File: src/rtl/keypad_pkg.sv
// Shared constants, types and helpers for the 4x4 keypad matrix scanner.
package keypad_pkg;

    localparam int ROWS  = 4;
    localparam int COLS  = 4;
    localparam int NKEYS = ROWS * COLS;

    typedef enum logic [1:0] {
        ST_IDLE,
        ST_DRIVE,
        ST_SETTLE,
        ST_SAMPLE
    } scan_state_e;

    typedef logic [3:0]               key_idx_t;
    typedef logic [$clog2(ROWS)-1:0]  row_idx_t;

    // Active-low one-hot strobe for the given row.
    function automatic logic [ROWS-1:0] row_strobe_n(input row_idx_t row);
        logic [ROWS-1:0] onehot;
        onehot      = '0;
        onehot[row] = 1'b1;
        return ~onehot;
    endfunction

    function automatic key_idx_t lowest_set(input logic [NKEYS-1:0] vec);
        key_idx_t idx;
        idx = '0;
        for (int i = NKEYS - 1; i >= 0; i--) begin
            if (vec[i]) idx = key_idx_t'(i);
        end
        return idx;
    endfunction

endpackage

File: src/rtl/key_debounce.sv
// Single-key debouncer: the stable state flips only after DEBOUNCE_SCANS
// consecutive samples that disagree with it; change_o strobes on the flip.
module key_debounce #(
    parameter int DEBOUNCE_SCANS = 8
) (
    input  logic clk,
    input  logic rst_n,
    input  logic sample_i,
    input  logic raw_i,
    output logic state_o,
    output logic change_o
);

    localparam int            CW       = $clog2(DEBOUNCE_SCANS + 1);
    localparam logic [CW-1:0] CNT_LAST = CW'(DEBOUNCE_SCANS - 1);

    logic [CW-1:0] cnt_q, cnt_d;
    logic          state_q, state_d;

    always_ff @(posedge clk or negedge rst_n) begin
        if (!rst_n) begin
            cnt_q   <= '0;
            state_q <= 1'b0;
        end else begin
            cnt_q   <= cnt_d;
            state_q <= state_d;
        end
    end

    // The counter never holds more than DEBOUNCE_SCANS-1: the sample that
    // would reach DEBOUNCE_SCANS toggles the state and clears it instead.
    always_comb begin
        cnt_d    = cnt_q;
        state_d  = state_q;
        change_o = 1'b0;
        if (sample_i) begin
            if (raw_i == state_q) begin
                cnt_d = '0;
            end else if (cnt_q >= CNT_LAST) begin
                cnt_d    = '0;
                state_d  = ~state_q;
                change_o = 1'b1;
            end else begin
                cnt_d = cnt_q + CW'(1);
            end
        end
    end

    assign state_o = state_q;

endmodule

File: src/rtl/keypad_scanner.sv
// 4x4 keypad matrix scanner: row strobing, column sampling, per-key debounce
// and a lowest-index-first event queue.
//   state     | meaning
//   ST_IDLE   | out of reset, all rows released
//   ST_DRIVE  | current row strobed low, first cycle
//   ST_SETTLE | row held low while the column lines settle
//   ST_SAMPLE | columns captured into the current row's debouncers
module keypad_scanner
    import keypad_pkg::*;
#(
    parameter int SETTLE_CYCLES  = 16,
    parameter int DEBOUNCE_SCANS = 8
) (
    input  logic             clk,
    input  logic             rst_n,
    input  logic [COLS-1:0]  cols_n,
    output logic [ROWS-1:0]  rows_n,
    output logic [NKEYS-1:0] keys,
    output logic             evt_valid,
    output key_idx_t         evt_code,
    output logic             evt_press
);

    localparam int            SW          = (SETTLE_CYCLES > 1) ? $clog2(SETTLE_CYCLES) : 1;
    localparam logic [SW-1:0] SETTLE_LOAD = SW'(SETTLE_CYCLES - 1);

    scan_state_e      state_q, state_d;
    row_idx_t         row_q, row_d;
    logic [SW-1:0]    settle_q, settle_d;
    logic [COLS-1:0]  cols_meta_q, cols_sync_q;
    logic [NKEYS-1:0] pending_q, pending_d;
    logic [NKEYS-1:0] change;
    logic [NKEYS-1:0] clr_mask;
    logic             sample_en;

    // Columns idle high, so the synchronizer resets to the released level.
    always_ff @(posedge clk or negedge rst_n) begin
        if (!rst_n) begin
            cols_meta_q <= '1;
            cols_sync_q <= '1;
        end else begin
            cols_meta_q <= cols_n;
            cols_sync_q <= cols_meta_q;
        end
    end

    always_ff @(posedge clk or negedge rst_n) begin
        if (!rst_n) begin
            state_q   <= ST_IDLE;
            row_q     <= '0;
            settle_q  <= '0;
            pending_q <= '0;
        end else begin
            state_q   <= state_d;
            row_q     <= row_d;
            settle_q  <= settle_d;
            pending_q <= pending_d;
        end
    end

    always_comb begin
        state_d  = state_q;
        row_d    = row_q;
        settle_d = settle_q;
        unique case (state_q)
            ST_IDLE: begin
                state_d = ST_DRIVE;
                row_d   = '0;
            end
            ST_DRIVE: begin
                state_d  = ST_SETTLE;
                settle_d = SETTLE_LOAD;
            end
            ST_SETTLE: begin
                if (settle_q == '0) state_d = ST_SAMPLE;
                else                settle_d = settle_q - SW'(1);
            end
            ST_SAMPLE: begin
                state_d = ST_DRIVE;
                row_d   = row_q + row_idx_t'(1);
            end
            default: state_d = ST_IDLE;
        endcase
    end

    always_comb begin
        rows_n    = '1;
        sample_en = 1'b0;
        if (state_q != ST_IDLE) rows_n = row_strobe_n(row_q);
        if (state_q == ST_SAMPLE) sample_en = 1'b1;
    end

    for (genvar k = 0; k < NKEYS; k++) begin : g_key
        key_debounce #(
            .DEBOUNCE_SCANS(DEBOUNCE_SCANS)
        ) u_key (
            .clk      (clk),
            .rst_n    (rst_n),
            .sample_i (sample_en && (row_q == row_idx_t'(k / COLS))),
            .raw_i    (~cols_sync_q[k % COLS]),
            .state_o  (keys[k]),
            .change_o (change[k])
        );
    end

    // A fresh change on the key being reported re-arms its pending bit.
    always_comb begin
        evt_valid = |pending_q;
        evt_code  = lowest_set(pending_q);
        evt_press = evt_valid & keys[evt_code];
        clr_mask  = '0;
        if (evt_valid) clr_mask[evt_code] = 1'b1;
        pending_d = (pending_q & ~clr_mask) | change;
    end

endmodule

File: config.mk
export PLATFORM = sky130hd
export DESIGN_NAME = keypad_scanner
export DESIGN_NICKNAME = d
export VERILOG_FILES = /design/src/rtl/keypad_pkg.sv /design/src/rtl/key_debounce.sv /design/src/rtl/keypad_scanner.sv
export SDC_FILE = /design/constraint.sdc
export NUM_CORES = 1
export LEC_CHECK = 0
export ABC_CLOCK_PERIOD_IN_PS = 2560
export CAP_MARGIN = 30
export CORE_MARGIN = 2
export CORE_UTILIZATION = 29
export DETAILED_ROUTE_END_ITERATION = 7
export GPL_TIMING_DRIVEN = 0
export PLACE_DENSITY_LB_ADDON = 0.1
export SLEW_MARGIN = 20
export SYNTH_ARGS = -nofsm -noshare
export SYNTH_HDL_FRONTEND = slang
export SYNTH_SLANG_ARGS = --single-unit
File: constraint.sdc
create_clock -name clk -period 2.56 [get_ports clk]
set_input_delay 0.256 -clock clk [delete_from_list [all_inputs] [get_ports clk]]
set_output_delay 0.256 -clock clk [all_outputs]
set_load 0.02 [all_outputs]
==> run metrics, run 1 <==
clock skew 0.0100 ns; status finished with violations; P_leak 0.00312 µW; VDD IR max 0.000287 V; Slew Viols, Final 0; initial antenna violation count 0; drt drc 0; most frequent cell after synthesis dfrtp_1; # port buffers 31; Post-synth EDFFs 0; global-route wire length before repair 22400 µm; Hold/Removal Path Class primary input to flip-flop; Die Height 143 µm; gr ovfl total 0; Hold Crit Depth 1; Worst Path Required 2.30 ns; R2R setup slack 0.32 ns; R2R cell count 7; post-synth cell types 47; CP Capture Type primary output; post-route ant nets 0; core area 0.0188 mm²; die area 0.0205 mm²; Cell Pwr Density 480 mW/mm²; vias in the first global route 4379; fin nets 673; Util after Layout 36.1%; Worst Max-Slew Pin Slew 0.624 ns; Fmax 346 MHz; Initial Utilization 29.8%; synth top area cells dfrtp_1, nand2_1, ha_1; Max FO, Critical Path 6; Via Count 4342; top_reg_cell synth dfrtp_1; #FFs+latches synth 112; Boundary Pins 32; Worst Hold End cols_meta_q[1]; drt pass-1 iters 4; CTS Buf Count 9; gr usage total 14.1%; later-pin clock latency in the skew report 0.36 ns; reg2reg start state_q[0]; Final WS setup -0.333 ns; clock buffer depth 2; synthesized area 0.00562 mm²; initial DRC count 221; met1 Use GR 18.4%; cell count after synthesis 583; htree depth 3; placed instance area 0.00628 mm²; met2 Resource Use GR 22.8%; crit share post-route 113%; crit path time final 2.89 ns; CP startpoint kind flip-flop; DP Wirelength 9620 µm; met3 Use GR 4.39%; layout cell share with drive strength beyond 1 13.0%; GRT busiest layer met2; CTS tree done; clock sink count 112; pin count of the biggest net entering global routing 72; Worst R2R End g_key[5].u_key.cnt_q[0]; RSZ-0062 raised after global routing yes; DR vias/cell 4.79; Post-Syn Area per Cell 9.63 µm²; Synth area leader dfrtp_1; Synth-to-Final Area Change 20.9%; CTS clk-pin slew, worst paths 0.07 ns; synth cell count leaders dfrtp_1, nand2_1, o21ai_0; Net Count, Synth 615; average routed wire per standard cell 14.9 µm; sequential share of the synthesized area 50.1%; failing checks setup timing; ant diodes 0; asr flop ratio synth 100%; Routed Wire Length 13500 µm; Final setup viols 1; post-route setup TNS -0.333 ns; Place WS -0.579 ns; post-synth top area share 46.3%; crit path DAT 2.64 ns; max-cap violation count 0; Clock Tree Root clkbuf_16; global placement routability congestion 0.794; FP Rows 50; Final Cell Area 0.00679 mm²; slew margin rel. 58.4%; yosys warns 0; Die Width 143 µm; Fin. Hold Viols 0; HP Start cols_n[1]; Setup CP Type flip-flop to primary output
where the power goes:
group	switching (µW)	internal (µW)	leakage [µW]	total [µW]
Sequential	8.20	1790	0.00150	1790
Combinational	66.7	24.7	0.00148	91.3
Clock	684	690	0.000135	1370
Total	759	2500	0.00312	3260
cell usage in the layout, fill, tap and decap left out, types with 4 or more instances in the layout:
cell	n
dfrtp_1	101
nand2_1	93
o21ai_0	54
nor2_1	35
a21oi_1	33
buf_4	30
ha_1	26
clkdlybuf4s50_1	24
xor2_1	23
nand3_1	21
inv_1	20
nor3_1	20
o31ai_1	19
nand2b_1	13
clkbuf_1	12
a32o_1	11
a21o_1	10
clkbuf_16	9
dfstp_2	8
mux2i_1	6
o22ai_1	5
a22o_1	4
repair_timing:
action / CTS / global route
endpoints found under the hold margin: 41 / 0
buffers inserted: 10 / 4
endpoints found under the setup margin: 7 / 13
resized for setup: 20 / 15
pin swaps: 8 / 6
hold buffers: 1 / 0
state kept, by name, summed over array words and instances, names as in the netlist:
name and cells:
cols_meta_q 4, cols_sync_q 4, g_key.u_key.cnt_q 64, g_key.u_key.state_o 16
pending_q 16, row_q 2, settle_q 4, state_q 2
stage by stage:
stage	hold WS, ns	instances	total power (µW)
2_1_floorplan	-0.0396	583	1860
3_3_place_gp	0.345	874	1920
3_5_place_dp	0.209	875	1920
4_1_cts	0.283	902	3320
5_1_grt	0.283	906	3400
6_report	0.300	906	3260
cell families (layout without fill, tap and decap cells):
| group | after synthesis | count (layout) | share of synthesized area (%) |
|---|---|---|---|
| multiplexers | 8 | 8 | 1.51 |
| AND/OR/NAND/NOR | 209 | 209 | 16.9 |
| adder cells (fa/ha/maj) | 26 | 26 | 5.79 |
| AO/OA/AOI/OAI | 148 | 148 | 16.8 |
| buffers and inverters | 54 | 117 | 4.81 |
| XOR/XNOR | 26 | 26 | 4.05 |
| flip-flops | 112 | 112 | 50.1 |
worst max-delay path by stage:
stage / from / to / slack, ns / cells after the start
global placement: rst_n / settle_q[1] / -3.42 / 1
CTS: pending_q[7] / evt_press / -0.36 / 8
detailed placement: pending_q[0] / evt_press / -0.58 / 9
finish: pending_q[7] / evt_press / -0.33 / 8
floorplan: pending_q[7] / evt_press / 0.16 / 7
global route: pending_q[14] / evt_press / -0.41 / 9
routing by layer:
metal	up-vias	share of wire (%)	wire, µm
met4	0	1.3	177
met1	2112	48	6440
li1	2147	-	-
met3	15	4.5	613
met5	-	0	0
met2	68	47	6300
layout make-up:
type                       count  area [µm²]
clock buffer                  10         239
buffer                        32         190
tap                          260         325
inverter                      22        82.6
multi-input combinational    417        2640
fill                        1906       12000
sequential                   112        2820
timing repair buffer          47         455
clock inverter                 6        42.5
critical path, stage by stage, from the launching register on:
cell and delay (ns):
dfrtp_2 0.43, or3_4 0.40, o221ai_2 0.20, a21o_1 0.15, buf_6 0.16, mux2_4 0.34
o311ai_4 0.34, a2111oi_4 0.09, buf_4 0.18
(Power assumes the default switching activity.)
==> run 2: changes to the inputs <==
--- a/constraint.sdc
+++ b/constraint.sdc
@@ -3,2 +3,2 @@
 set_output_delay 0.256 -clock clk [all_outputs]
-set_load 0.02 [all_outputs]
+set_load 0.1 [all_outputs]
==> run 2 against run 1 <==
Effect of this change: the flow still finishes with violations (setup timing); maximum frequency fell by 1.9%; count of clock-buffer cells in the layout rose by 2; critical path depth did not move; routed wire length rose by 1.5%; largest power group unchanged; first-iteration DRC count rose by 43%; utilization fell by 0.053 points.
==> run metrics, run 2 (synthesis gave the netlist of run 1 again) <==
final non-filler cell total 903; Crit path top cell by count buf_6; Worst R2R End g_key[2].u_key.cnt_q[3]; Clock power frac 44.0%; Cell Pwr Density 497 mW/mm²; Worst Hold End cols_meta_q[0]; Top Layer Used met4; Worst path depth 8; placed instance area 0.00631 mm²; Boundary Pins 32; initial antenna violation count 0; crit share post-route 115%; CP peak stage delay 0.45 ns; register with the most flip-flops g_key.u_key.cnt_q; Max FO, Critical Path 7; gr usage total 14.2%; drt pass-1 iters 7; failing checks setup timing; Slew Viols, Final 0; ant diodes 0; Critical Path Slowest Stage Cell dfrtp_2; RSZ-0062 raised after global routing yes; VDD IR max 0.000274 V; initial DRC count 316; Setup CP Type flip-flop to primary output; Net Switching 740 µW; metal3 WL 537 µm; Post-Route M1 WL 6670 µm; clock buffer depth 2; Die Width 143 µm; Comb power frac 2.7%; Util after Layout 36.0%; Final Cell Area 0.00678 mm²; multi-input combinational cell area 0.00262 mm²; FP Rows 50; CTS clk-pin slew, worst paths 0.07 ns; Routed Wire Length 13700 µm; # port buffers 31; DP Wirelength 9760 µm; htree depth 3; pin count of the biggest net entering global routing 62; Final WS setup -0.389 ns; Initial Utilization 29.8%; CP startpoint kind flip-flop; Pint 2630 µW; met2 WL 6340 µm; later-pin clock latency in the skew report 0.36 ns; CTS Buf Count 9; global placement routability congestion 0.780; vias in the first global route 4209; Die Height 143 µm; HP Start cols_n[0]; Clock Tree Root clkbuf_16; Worst Max-Slew Pin Slew 0.978 ns; global-route wire length before repair 22300 µm; crit path time final 2.95 ns; clock sink count 112; clock skew 0.00870 ns; fin nets 670; Fillers 1923; Final setup viols 1; Fin. Hold Viols 0; average routed wire per standard cell 15.2 µm; Buffers & Inverters on Critical Path 2; R2R cell count 7; commonest non-fill, non-tap cells in the layout dfrtp_1, nand2_1, o21ai_0, nor2_1, a21oi_1; layout cell share with drive strength beyond 1 13.1%; crit path DAT 2.69 ns; drt drc 0; Synth-to-Final Area Change 20.7%; Hold Crit Depth 1; P_leak 0.00310 µW; die area 0.0205 mm²; Cell Chain, Critical Path or3_4 -> o221ai_2 -> a21o_1 -> buf_6 -> mux2i_4 -> o311ai_4 -> a2111oi_4 -> buf_6; Hold/Removal Path Class primary input to flip-flop; status finished with violations; DR vias/cell 4.88; slew margin rel. 34.6%; Via Count 4405; core area 0.0188 mm²; CP Capture Type primary output; CP delay by family, top compound AO/OA/AOI/OAI gates; post-route ant nets 0; reg2reg start state_q[0]; gr ovfl total 0; Fmax 339 MHz; Worst Path Required 2.30 ns; Sequential Power Share 53.3%; placed cells 875; sequential cell area 0.00282 mm²; max reg flops 64; max-cap violation count 0; commonest non-fill, non-tap cell in the layout dfrtp_1; CTS tree done; sw frac 22.0%; R2R setup slack 0.28 ns
==> run 2: cell count changes in the layout (fill, tap and decap cells not counted), sizes merged <==
cell / previous run / this run
clkdlybuf4s50: 24 / 20
inv: 23 / 20
buf: 35 / 37
bufinv: 0 / 2
clkbuf: 25 / 26
clkdlybuf4s15: 1 / 0
clkinvlp: 2 / 1
dlygate4sd2: 3 / 4
==> run 2: power groups by stage <==
stage,sequential (µW),combinational [µW],clock [µW]
floorplan,1830,30.0,0
global placement,1830,87.9,0
detailed placement,1830,96.0,0
CTS,1790,97.4,1540
global route,1800,108,1610
finish,1790,92.0,1480
==> run 2: what timing repair did <==
action | 4_1_cts | 5_1_grt
endpoints found under the hold margin | 60 | 0
resized for setup | 47 | 14
setup endpoints to repair | 10 | 34
hold buffers | 1 | 0
setup buffers | 7 | 4
pin swaps | 4 | 2
==> run 2: area by class of cell <==
cell class / count / share of cell area (%)
buffer: 32 / 2.81
clock buffer: 12 / 3.78
clock inverter: 4 / 0.775
inverter: 22 / 1.48
multi-input combinational: 417 / 38.6
sequential: 112 / 41.6
tap: 260 / 4.80
timing repair buffer: 44 / 6.20
==> run 2: layer usage <==
| metal | vias up | global-route usage (%) |
|---|---|---|
| met5 | - | 0 |
| met4 | 0 | 4.38 |
| met3 | 13 | 3.35 |
| met2 | 72 | 22.2 |
| met1 | 2180 | 19.5 |
| li1 | 2140 | - |
==> run 2: worst max-delay path by stage <==
| stage | from | end | slack (ns) |
|---|---|---|---|
| after floorplan | pending_q[1] | evt_press | -0.48 |
| after global placement | rst_n | g_key[11].u_key.cnt_q[1] | -3.40 |
| after detailed placement | pending_q[7] | evt_press | -1.03 |
| after CTS | pending_q[9] | evt_press | -0.39 |
| after global routing | pending_q[9] | evt_press | -0.48 |
| final | pending_q[7] | evt_press | -0.39 |
==> run 2: stage by stage <==
stage | setup slack, ns | TNS (ns) | total power [µW] | hold WS, ns
2_1_floorplan | -0.482 | -0.829 | 1860 | -0.0396
3_3_place_gp | -3.40 | -370.52 | 1920 | 0.346
3_5_place_dp | -1.03 | -2.46 | 1920 | 0.297
4_1_cts | -0.387 | -0.387 | 3430 | 0.281
5_1_grt | -0.478 | -0.478 | 3520 | 0.284
6_report | -0.389 | -0.389 | 3370 | 0.296
